File: src/rtl/cpu_pkg.sv
// rtl/cpu_pkg.sv - shared fetch-stage widths, reset constants and fetch state encoding
package cpu_pkg;

    localparam int XLEN = 19;
    localparam logic [XLEN-1:0] RESET_PC  = 19'h00000;
    localparam logic [XLEN-1:0] NOP_INSTR = 19'h00000;

    typedef enum logic [1:0] {
        FETCH = 2'd0,
        WAIT  = 2'd1,
        HOLD  = 2'd2,
        DRAIN = 2'd3
    } fetch_state_e;

endpackage

File: src/rtl/if_skid_buf.sv
// rtl/if_skid_buf.sv - one-entry pc+instr holding register used while ID is stalled
module if_skid_buf
    import cpu_pkg::*;
(
    input  logic            clk,
    input  logic            reset,
    input  logic            load,
    input  logic            unload,
    input  logic            clear,
    input  logic [XLEN-1:0] load_pc,
    input  logic [XLEN-1:0] load_instr,
    output logic            valid,
    output logic [XLEN-1:0] pc,
    output logic [XLEN-1:0] instr
);

    always_ff @(posedge clk or negedge reset) begin
        if (!reset) begin
            valid <= 1'b0;
            pc    <= '0;
            instr <= NOP_INSTR;
        end else if (clear) begin
            valid <= 1'b0;
        end else if (load) begin
            valid <= 1'b1;
            pc    <= load_pc;
            instr <= load_instr;
        end else if (unload) begin
            valid <= 1'b0;
        end
    end

endmodule

File: src/rtl/if_fetch_unit.sv
// rtl/if_fetch_unit.sv - instruction fetch stage: PC update, imem reads, IF/ID register, redirects
module if_fetch_unit
    import cpu_pkg::*;
(
    input  logic            clk,
    input  logic            reset,
    input  logic [XLEN-1:0] pc,
    output logic            pcwrite,
    output logic [XLEN-1:0] next_pc,
    output logic            imem_req,
    output logic [XLEN-1:0] imem_addr,
    input  logic            imem_gnt,
    input  logic            imem_rvalid,
    input  logic [XLEN-1:0] imem_rdata,
    input  logic            id_stall,
    input  logic            redirect,
    input  logic [XLEN-1:0] redirect_pc,
    output logic            ifid_valid,
    output logic [XLEN-1:0] ifid_pc,
    output logic [XLEN-1:0] ifid_instr
);

    fetch_state_e    state, state_n;
    logic [XLEN-1:0] req_pc;
    logic            redirect_q;
    logic            accept;
    logic            outstanding;
    logic            ifid_free;
    logic            rsp_load;
    logic            skid_load;
    logic            skid_unload;
    logic            flush;
    logic            skid_valid;
    logic [XLEN-1:0] skid_pc;
    logic [XLEN-1:0] skid_instr;

    assign imem_addr = pc;
    assign ifid_free = !ifid_valid || !id_stall;

    always_comb begin
        state_n     = state;
        imem_req    = 1'b0;
        pcwrite     = 1'b0;
        next_pc     = RESET_PC;
        accept      = 1'b0;
        outstanding = 1'b0;
        rsp_load    = 1'b0;
        skid_load   = 1'b0;
        skid_unload = 1'b0;
        flush       = 1'b0;
        if (reset) begin
            // The cycle after a redirect the PC register only just took the
            // new target, so no request is issued from it yet.
            imem_req = (state == FETCH) && !redirect_q;
            accept   = imem_req && imem_gnt;
            case (state)
                FETCH: begin
                    if (accept) begin
                        pcwrite = 1'b1;
                        next_pc = pc + XLEN'(1);
                        state_n = WAIT;
                    end
                end
                WAIT: begin
                    if (imem_rvalid) begin
                        if (ifid_free) begin
                            rsp_load = 1'b1;
                            state_n  = FETCH;
                        end else begin
                            skid_load = 1'b1;
                            state_n   = HOLD;
                        end
                    end
                end
                HOLD: begin
                    if (!id_stall && skid_valid) begin
                        skid_unload = 1'b1;
                        state_n     = FETCH;
                    end
                end
                DRAIN: begin
                    if (imem_rvalid) state_n = FETCH;
                end
                default: state_n = FETCH;
            endcase
            if (redirect) begin
                // A response arriving in the same cycle as the redirect closes
                // the outstanding read, so it is dropped here rather than in DRAIN.
                outstanding = ((state == WAIT || state == DRAIN) && !imem_rvalid) ||
                              (state == FETCH && accept);
                flush       = 1'b1;
                pcwrite     = 1'b1;
                next_pc     = redirect_pc;
                rsp_load    = 1'b0;
                skid_load   = 1'b0;
                skid_unload = 1'b0;
                state_n     = outstanding ? DRAIN : FETCH;
            end
        end
    end

    always_ff @(posedge clk or negedge reset) begin
        if (!reset) begin
            state      <= FETCH;
            redirect_q <= 1'b0;
            req_pc     <= RESET_PC;
            ifid_valid <= 1'b0;
            ifid_pc    <= '0;
            ifid_instr <= NOP_INSTR;
        end else begin
            state      <= state_n;
            redirect_q <= redirect;
            if (accept) req_pc <= pc;
            if (flush) begin
                ifid_valid <= 1'b0;
                ifid_instr <= NOP_INSTR;
            end else if (rsp_load) begin
                ifid_valid <= 1'b1;
                ifid_pc    <= req_pc;
                ifid_instr <= imem_rdata;
            end else if (skid_unload) begin
                ifid_valid <= 1'b1;
                ifid_pc    <= skid_pc;
                ifid_instr <= skid_instr;
            end else if (ifid_valid && !id_stall) begin
                ifid_valid <= 1'b0;
                ifid_instr <= NOP_INSTR;
            end
        end
    end

    if_skid_buf u_skid (
        .clk        (clk),
        .reset      (reset),
        .load       (skid_load),
        .unload     (skid_unload),
        .clear      (flush),
        .load_pc    (req_pc),
        .load_instr (imem_rdata),
        .valid      (skid_valid),
        .pc         (skid_pc),
        .instr      (skid_instr)
    );

endmodule

File: config.mk
export PLATFORM = sky130hd
export DESIGN_NAME = if_fetch_unit
export DESIGN_NICKNAME = d
export VERILOG_FILES = /design/src/rtl/cpu_pkg.sv /design/src/rtl/if_skid_buf.sv /design/src/rtl/if_fetch_unit.sv
export SDC_FILE = /design/constraint.sdc
export NUM_CORES = 1
export LEC_CHECK = 0
export CAP_MARGIN = 20
export CORE_MARGIN = 2
export CORE_UTILIZATION = 37
export CTS_CLUSTER_SIZE = 28
export DETAILED_ROUTE_END_ITERATION = 8
export PLACE_DENSITY = 0.65
export SYNTH_ARGS = -nofsm -noshare
export SYNTH_HDL_FRONTEND = slang
export SYNTH_SLANG_ARGS = --single-unit
File: constraint.sdc
create_clock -name clk -period 3.32 [get_ports clk]
set_input_delay 0.83 -clock clk [delete_from_list [all_inputs] [get_ports clk]]
set_output_delay 0.83 -clock clk [all_outputs]
set_load 0.03 [all_outputs]
==> results.md <==
- Post-synth ARST share: 100%
- Area share of the largest cell type after synthesis: 51.5%
- Fin. Hold Viols: 0
- Clock Skews: 0.0140 ns
- All-Layer GR Usage: 17.8%
- First DRT Iteration DRCs: 238
- TritonRoute pass-1 iters: 4
- #FFs+latches synth: 100
- Crit-path max FO: 5
- H-tree lvl count: 3
- Max-slew violations: 0
- Synth area leader: dfrtp_1
- Syn Inst Count: 411
- Initial Util: 38.2%
- Syn Nets: 475
- Crit Path Category: primary input to output port
- Maximum number of pins on one net before global-route repair: 55
- Slew HR: 37.5%
- Synth Area in Adders: 0.258%
- RSZ-0062 raised after global routing: true
- WHS Path Cells: 1
- PortBufs: 141
- Clock Latency Late Sink: 0.35 ns
- Share of cells above drive strength 1: 27.5%
- Final non-filler cell area: 6960 sq um
- Detailed placement HPWL: 8770 um
- CP arrival: 2.51 ns
- Pwr Density: 558 nW/um^2
- Via count: 3733
- Hold Crit Class: register to register
- CTS root buffer: clkbuf_16
- LEAKAGE: 3.31 nW
- Clk slew on worst S/H paths: 0.07 ns
- Actual slew at the worst max-slew pin: 0.932 ns
- Crit. End Element: output port
- Global route total overflow: 0
- Synth Area in Compound Gates: 11.0%
- Final worst setup slack: -0.0160 ns
- Post-DRT Antenna Nets: 0
- Post-DP Area: 6500 sq um
- Total CTS buffers: 9
- Largest family of logic cells by synthesized area: multiplexers
- Final period util: 100%
- Number of global-route vias before repair: 3821
- Most common cell in the synthesized netlist: dfrtp_1
- Initial antenna violation count: 0
- Final setup viols: 1
- Number of synthesis warnings: 0
- Nets@finish: 630
- N_diodes: 0
- Most frequent cells after synthesis: dfrtp_1, mux2_2, nor2_1, and2_1, buf_4
- Syn_area_per_cell: 11.8 sq um
- Fmax: 300 MHz
- I/O pin count: 142
- Vias/cell: 5.02
- Die ar.: 14100 sq um
- Aggregate negative setup slack: -0.0160 ns
- Bufs on Longest Clock Path: 2
- First-pass GRT wire length: 19900 um
- Sequential share of the synthesized area: 51.5%
- DIE HEIGHT: 119 um
- R2R cell count: 5
- Primary FF master, synth: dfrtp_1
- DIE WIDTH: 119 um
- Tmin final: 3.34 ns
- Critical Path RT: 2.49 ns
- Hold Path Origin: u_skid.instr[15]
- Status: complete, but fails checks
- XOR/XNOR share of the synthesized area: 2.53%
- Multiplexer share of the synthesized area: 17.4%
- Synth Cell Area: 4850 sq um
- Worst reg2reg path startpoint: state[1]
- Worst setup SP type: primary input
- CTS tree: done
- Drc violations: 0
- Worst r2r dst: req_pc[17]
- Number of synthesized flops with an enable pin: 0
- Hold-critical path endpoint: u_skid.instr[15]
- Total wire length: 12400 um
- Synth unique cells: 41
- Layout area overhead: 43.4%
- Setup slack, reg-to-reg: 1.31 ns
- Largest cells by area after synthesis: dfrtp_1, mux2_2, a221o_1
- Routed len/inst: 16.7 um
- VDD IR max: 256 uV
- TritonCTS Sinks: 100
- Simple-Gate Fraction of Synth Area: 11.3%
- Global placer's final weighted congestion: 0.807
- Finished Core Util: 54.7%
- Core area: 12700 sq um
- MaxCap Viol Count: 0
- FP Rows: 41
- Violated checks: setup timing
## per-stage QoR
| stage | power [mW] | hold WS, ns | std cells | setup slack (ns) |
|---|---|---|---|---|
| after floorplan | 2.29 | 0.472 | 411 | 0.331 |
| after global placement | 2.83 | 0.480 | 723 | -0.225 |
| after detailed placement | 2.86 | 0.487 | 723 | -0.216 |
| after CTS | 3.92 | 0.503 | 739 | 0.00945 |
| after global routing | 4.08 | 0.517 | 743 | -0.127 |
| final | 3.88 | 0.499 | 743 | -0.0160 |
## worst max path at each step
stage,from,to,slack [ns],cells after the start
after global routing,pc[7],next_pc[17],-0.13,8
after global placement,pc[1],next_pc[12],-0.23,7
after floorplan,reset,next_pc[16],0.33,5
final,pc[7],next_pc[17],-0.02,8
after detailed placement,pc[1],next_pc[12],-0.22,7
after CTS,pc[6],next_pc[10],0.009,8
## registers in the layout, summed over array words and instances (netlist names)
name	cells
redirect_q	1
u_skid.instr	19
req_pc	19
ifid_instr	19
ifid_pc	19
u_skid.pc	19
state	2
ifid_valid	1
u_skid.valid	1
## worst max-delay path, stage by stage
cell and delay, ns:
clkdlybuf4s50_1 0.47, nand4_1 0.15, buf_4 0.18, buf_4 0.15, nor4_1 0.35, a32oi_1 0.12, nand2_1 0.09, buf_4 0.16
## power breakdown
| group | total, mW | internal (mW) | leakage, nW | switching, mW |
|---|---|---|---|---|
| sequential | 1.64 | 1.47 | 1.30 | 0.170 |
| combinational | 1.20 | 0.567 | 1.86 | 0.636 |
| clock | 1.04 | 0.536 | 0.145 | 0.507 |
## per-layer routing
| layer | vias up | global-route usage (%) | part of all wire [%] |
|---|---|---|---|
| met4 | 0 | 5.65 | 1.2 |
| li1 | 1794 | - | - |
| met2 | 133 | 29.4 | 48 |
| met1 | 1795 | 22.6 | 44 |
| met3 | 11 | 5.07 | 7.0 |
| met5 | - | 0 | 0 |
## cells by family (layout without fill, tap and decap cells)
kind of cell,after synthesis,after routing
buf+inv,48,208
compound gates,67,67
flops,100,100
mux,77,77
simple gates,104,104
xor+xnor,14,14
fa+ha+maj,1,1
## layout make-up
class / instances / area, sq um
clock buffers: 9 / 225
inverters: 6 / 22.5
clock inverters: 7 / 75.1
multi-input cells: 263 / 2170
well taps: 172 / 215
flip-flops and latches: 100 / 2500
repair buffers: 186 / 1750
fillers: 1154 / 5760
## layout by cell type (no fill, tap or decap), types with 9 or more instances in the layout
master,synthesis,layout
a21oi_1,19,19
mux2_2,57,57
a22o_1,15,15
a221o_1,19,19
clkdlybuf4s50_1,0,109
nand2_1,15,15
dfrtp_1,100,100
mux2i_1,19,19
and2_1,22,22
xor2_1,9,9
clkbuf_16,0,9
nor2_1,28,27
buf_4,21,60
## repair_timing
item	CTS	global route
buffers inserted	0	3
gates resized for setup	10	21
endpoints found under the setup margin	13	6
pin swaps	2	6
hold buffers	0	0
cloned	0	1
No activity file was read; power rests on OpenSTA's default activity.
